`config.mk`:
```
export PLATFORM = sky130hd
export DESIGN_NAME = ripple_sub4
export DESIGN_NICKNAME = d
export VERILOG_FILES = /design/src/rtl/ripple_sub4.sv
export SDC_FILE = /design/constraint.sdc
export NUM_CORES = 1
export LEC_CHECK = 0
export BUFFER_PORTS_ARGS = -buffer_cell sky130_fd_sc_hd__buf_2
export CAP_MARGIN = 20
export CORE_AREA = 5 5 42 44
export CTS_CLUSTER_SIZE = 12
export DETAILED_ROUTE_END_ITERATION = 6
export DIE_AREA = 0 0 47 49
export PLACE_DENSITY = 0.31
export SYNTH_ARGS = -nofsm -noshare
export SYNTH_HDL_FRONTEND = slang
export SYNTH_SLANG_ARGS = --single-unit
```
`constraint.sdc`:
```
create_clock -name clk -period 3.3 [get_ports clk]
set_clock_uncertainty 0.2 [all_clocks]
set_input_delay 0 -clock clk [delete_from_list [all_inputs] [get_ports clk]]
set_output_delay 0 -clock clk [all_outputs]
set_load 0.05 [all_outputs]
```
`src/rtl/ripple_sub4.sv`:
```
// Registered WIDTH-bit ripple-borrow subtractor, diff = (a - b) mod 2^WIDTH, built from gate primitives.
// Define SUB4_BORROW_OUT_EN to add a registered borrow_out port (1 iff a < b).
module ripple_sub4 #(
  parameter int WIDTH = 4
) (
  input  logic             clk,
  input  logic             rst,
  input  logic [WIDTH-1:0] a,
  input  logic [WIDTH-1:0] b,
`ifdef SUB4_BORROW_OUT_EN
  output logic             borrow_out,
`endif
  output logic [WIDTH-1:0] diff
);

  logic [WIDTH-1:0] bin;
  logic [WIDTH-1:0] d_vec;
  logic [WIDTH-1:0] diff_d;
  logic [WIDTH-1:0] diff_q;

  assign bin[0] = 1'b0;

  for (genvar i = 0; i < WIDTH; i++) begin : g_cell
    logic ab_x;
    xor u_x_ab (ab_x, a[i], b[i]);
    xor u_x_d  (d_vec[i], ab_x, bin[i]);

    // The last cell's borrow only exists when something reads it.
    if (i < WIDTH - 1) begin : g_borrow
      logic a_n, ab_xn, t_gen, t_prop;
      not u_n_a  (a_n, a[i]);
      not u_n_x  (ab_xn, ab_x);
      and u_a_g  (t_gen, a_n, b[i]);
      and u_a_p  (t_prop, ab_xn, bin[i]);
      or  u_o_b  (bin[i+1], t_gen, t_prop);
    end
  end

`ifdef SUB4_BORROW_OUT_EN
  logic final_borrow;
  logic borrow_d;
  logic borrow_q;
  logic last_a_n, last_xn, last_gen, last_prop;

  not u_last_n_a (last_a_n, a[WIDTH-1]);
  not u_last_n_x (last_xn, g_cell[WIDTH-1].ab_x);
  and u_last_g   (last_gen, last_a_n, b[WIDTH-1]);
  and u_last_p   (last_prop, last_xn, bin[WIDTH-1]);
  or  u_last_o   (final_borrow, last_gen, last_prop);

  always_comb begin
    borrow_d = rst ? 1'b0 : final_borrow;
  end

  always_ff @(posedge clk) begin
    borrow_q <= borrow_d;
  end

  assign borrow_out = borrow_q;
`endif

  // NOTE: reset is synchronous, so it is folded into the next-state value rather than the sensitivity list.
  always_comb begin
    diff_d = rst ? '0 : d_vec;
  end

  // NOTE: non-blocking assignment keeps every flop sampling pre-edge values.
  always_ff @(posedge clk) begin
    diff_q <= diff_d;
  end

  assign diff = diff_q;

endmodule

```
# Word level (Yosys, flattened, before mapping)
# Cells that the tools add are included.
[word_totals]
reg_bits = 4
input_bits = 10
out_inout_bits = 4
word_cells = 20
[op_classes]
bitwise_logic = 19
[op_table]
columns = ["operator", "n"]
rows = [
  ["$xor 1x1->1", 7],
  ["$and 1x1->1", 5],
  ["$not 1->1", 5],
  ["$or 1x1->1", 2],
]

# Longest topological paths before layout
[logic_depth]
depth_word = 7
depth_mapped = 6
ltp_nobuf = 6

# Least setup slack after synthesis
# OpenSTA, ideal clock, no wires.
[synth_timing]
kind = "in2reg"
from = "in a[0]"
to = "reg diff_q[3] (netlist: diff[3])"
setup_time_ns = 0.110
arrival_time_ns = 1.179
required_ns = 2.990
path_slack_ns = 1.811
path_stages = 6
n_path_buf = 0
path_cell_list = "inv_1 ha_1 fa_1 fa_1 xnor3_1 nor2_1"
[synth_via]
elab_chain_len = 7
[synth_lines]
columns = ["element", "line_no", "rtl"]
rows = [
  ["start: declaration", "8", "input logic [WIDTH-1:0] a,"],
  ["$not 1->1", "31", "not u_n_a (a_n, a[i]);"],
  ["$and 1x1->1", "33", "and u_a_g (t_gen, a_n, b[i]);"],
  ["$and 1x1->1", "34", "and u_a_p (t_prop, ab_xn, bin[i]);"],
  ["$or 1x1->1", "35", "or u_o_b (bin[i+1], t_gen, t_prop);"],
  ["$and 1x1->1", "34", ""],
  ["$or 1x1->1", "35", ""],
  ["$xor 1x1->1", "26", "xor u_x_d (d_vec[i], ab_x, bin[i]);"],
  ["end signal: assignment", "69", "diff_q <= diff_d;"],
  ["end: declaration", "19", "logic [WIDTH-1:0] diff_q;"],
]
# No other way between the ends.
# A chain may end at the register's enable or synchronous reset.

# Worst setup path in the final report
[layout_timing]
from = "in b[0]"
to = "reg diff_q[3] (netlist: diff[3])"
[layout_via]
elab_chain_len = 6
[layout_lines]
columns = ["element", "line_no", "rtl"]
rows = [
  ["start: declaration", "9", "input logic [WIDTH-1:0] b,"],
  ["$and 1x1->1", "33", ""],
  ["$and 1x1->1", "34", ""],
  ["$or 1x1->1", "35", ""],
  ["$and 1x1->1", "34", ""],
  ["$or 1x1->1", "35", ""],
  ["$xor 1x1->1", "26", ""],
]
# No other way between the ends.

==> metrics list <==
* Die width: 47 um
- At the end of the flow the core is filled with cells to 0.263.
- TritonCTS created 3 clock buffers.
- After layout, the worst setup slack is 0.847 ns.
* Number of library cell types mapped by synthesis: 6
* Final hold viol count: 0
- Result of the run: finished clean
- Maximum fanout encountered on the critical timing path: 1
- After the flow finishes, the layout carries non-filler instances totaling 55.
- In this run the remaining antenna-violating nets after routing total 0.
* Placed cell count: 44
- Of the available clock period, the critical path in the final layout requires 0.743.
- Antenna violations before repair: 0
- Maximum achievable frequency: 0.408 GHz
- Peak VDD IR: 0.103 mV
- Number of standard cells after synthesis: 15
- Final sum of negative setup slack: 0 ns
- Area of the die: 2300 um^2
- Vias in the first global route: 207
* Via-to-Cell Ratio: 3.18
- TritonCTS Sinks: 4
- CTS built an H-tree with a depth of 1.
- STA classifies the critical path endpoint as a flop.
- The total count of max-transition violations in the final report was 0.
- Sequential cell area fraction in the yosys report: 0.441
* Max-cap violation count: 0
- The path class of the tightest hold or removal check is in -> reg.
* Synthesis-to-layout area growth: 103%
- Initial standard-cell utilization of the core: 0.129
- The first routing iteration left 0 violations.
- Post-Place Setup Slack: 1.65 ns
- Number of warnings issued by yosys: 0
- Kind of critical path: in -> reg
- For this run, the detailed router's first-pass iteration total came to 1.
- Across every metal layer, demand over resource in global routing totals 0.0481.
- The core region is 1400 um^2.
* Number of buffers inserted by post-CTS setup repair: 0
* Setup repair after global routing missed its margin: false
- The number of nets handed over by synthesis was 28.
- Data required, critical path: 3.22 ns
* Count of state elements after synthesis: 4
- In the final layout, the share of cells above drive strength 1 is 0.410.
- Static Leakage: 0.199 nW
- Max Buffers Root-to-Sink: 2
- Arrival time reported for the critical path endpoint: 2.38 ns
* Number of standard-cell rows in the floorplan: 14
- In this run the tool buffered the top-level ports with 13 buffer cells.
- After detailed placement, the total cell area comes to 267 um^2.
- Wirelength, routed: 392 um
- Global-route wire length before repair: 710 um
- Weighted congestion reported at the end of routability-driven placement: 0.615
- Hold slack final: 0.301 ns
- Nets@finish: 54
- Residual DRC: 0
* Maximum number of pins on one net before global-route repair: 5
- The worst setup path is launched from an input pin.
- Slew of the pin with the lowest slew margin: 0.251 ns
- Final count of negative-setup-slack endpoints: 0
- Power density relative to cell area: 457 nW/um^2
* Number of flip-flops in the largest register: 4
- Global route total overflow: 0
* Slew Limit Headroom: 0.834
- TritonCTS built the clock tree.
- CTS root buf: sky130_fd_sc_hd__clkbuf_4
- Top-Level Pins: 14
- Routed wirelength normalized by instance count: 7.13 um
* DPL Wire Length: 337 um
- The number of antenna diodes in the final layout is 0.
- After synthesis the cells add up to 181 um^2.
- Die Height: 49 um
- Fillcell total: 167
- The clock period could shrink to 2.45 ns.
* Number of vias after detailed routing: 175
- After synthesis, the mean cell area works out to 12.1 um^2.
- Clock transition at the registers of the reported paths: 0.04 ns
- After routing the design area is 369 um^2.
- The completed layout was analyzed and its total power is 169 uW.
layout by cell type (no fill, tap or decap), drive strengths merged:
cell type    count
nor2             4
dlygate4sd3      8
ha               1
buf             13
clkbuf           3
fa               2
dfxtp            4
xnor3            1
inv              3
logic make-up after synthesis:
group | count (synthesis) | share of synthesized area
fa+ha+maj | 3 | 0.290
xor+xnor | 1 | 0.124
flops | 4 | 0.441
simple gates | 4 | 0.0827
buf+inv | 3 | 0.0621
synthesized netlist by cell type:
cell | number | area, um^2
sky130_fd_sc_hd__fa_1 | 2 | 40.0
sky130_fd_sc_hd__dfxtp_1 | 4 | 80.1
sky130_fd_sc_hd__xnor3_1 | 1 | 22.5
sky130_fd_sc_hd__ha_1 | 1 | 12.5
sky130_fd_sc_hd__inv_1 | 3 | 11.3
sky130_fd_sc_hd__nor2_1 | 4 | 15.0
repair_timing:
item / in CTS / in global routing
setup endpoints to repair: 0 / 0
resized for setup: 0 / 0
endpoints found under the hold margin: 4 / 0
hold buffers: 8 / 0
layout make-up:
type,instances,area (um^2),share of cell area
clock buffer,3,22.5,0.0610
tap,16,20.0,0.0542
sequential,4,80.1,0.217
inverter,3,11.3,0.0305
timing repair buffer,21,145,0.393
multi-input combinational,8,90.1,0.244
worst paths after layout:
| kind | from | endpoint | slack, ns | cells after the start |
|---|---|---|---|---|
| worst max-delay path | b[0] | diff[3] | 0.85 | 8 |
| worst min-delay path | rst | diff[0] | 0.30 | 3 |
per-layer routing:
metal / share of wire / GRT usage / wire length, um / vias to the layer above
li1: - / - / - / 92
met1: 0.32 / 0.0402 / 126 / 74
met2: 0.51 / 0.0656 / 198 / 9
met3: 0.17 / 0.0221 / 67 / 0
met4: 0 / 0.0691 / 0 / 0
met5: 0 / 0 / 0 / -
report_power, final:
| group | internal [mW] | total [mW] | switching, mW |
|---|---|---|---|
| combinational | 0.0259 | 0.0556 | 0.0296 |
| clock | 0.0405 | 0.0583 | 0.0178 |
| sequential | 0.0539 | 0.0548 | 0.000877 |
worst max-delay path, stage by stage:
cell	delay, ns
sky130_fd_sc_hd__dlygate4sd3_1	0.53
sky130_fd_sc_hd__buf_2	0.12
sky130_fd_sc_hd__ha_1	0.18
sky130_fd_sc_hd__fa_1	0.38
sky130_fd_sc_hd__fa_1	0.38
sky130_fd_sc_hd__xnor3_1	0.20
sky130_fd_sc_hd__dlygate4sd3_1	0.54
sky130_fd_sc_hd__nor2_1	0.04
Note: power is estimated with default switching activity, not from simulation.
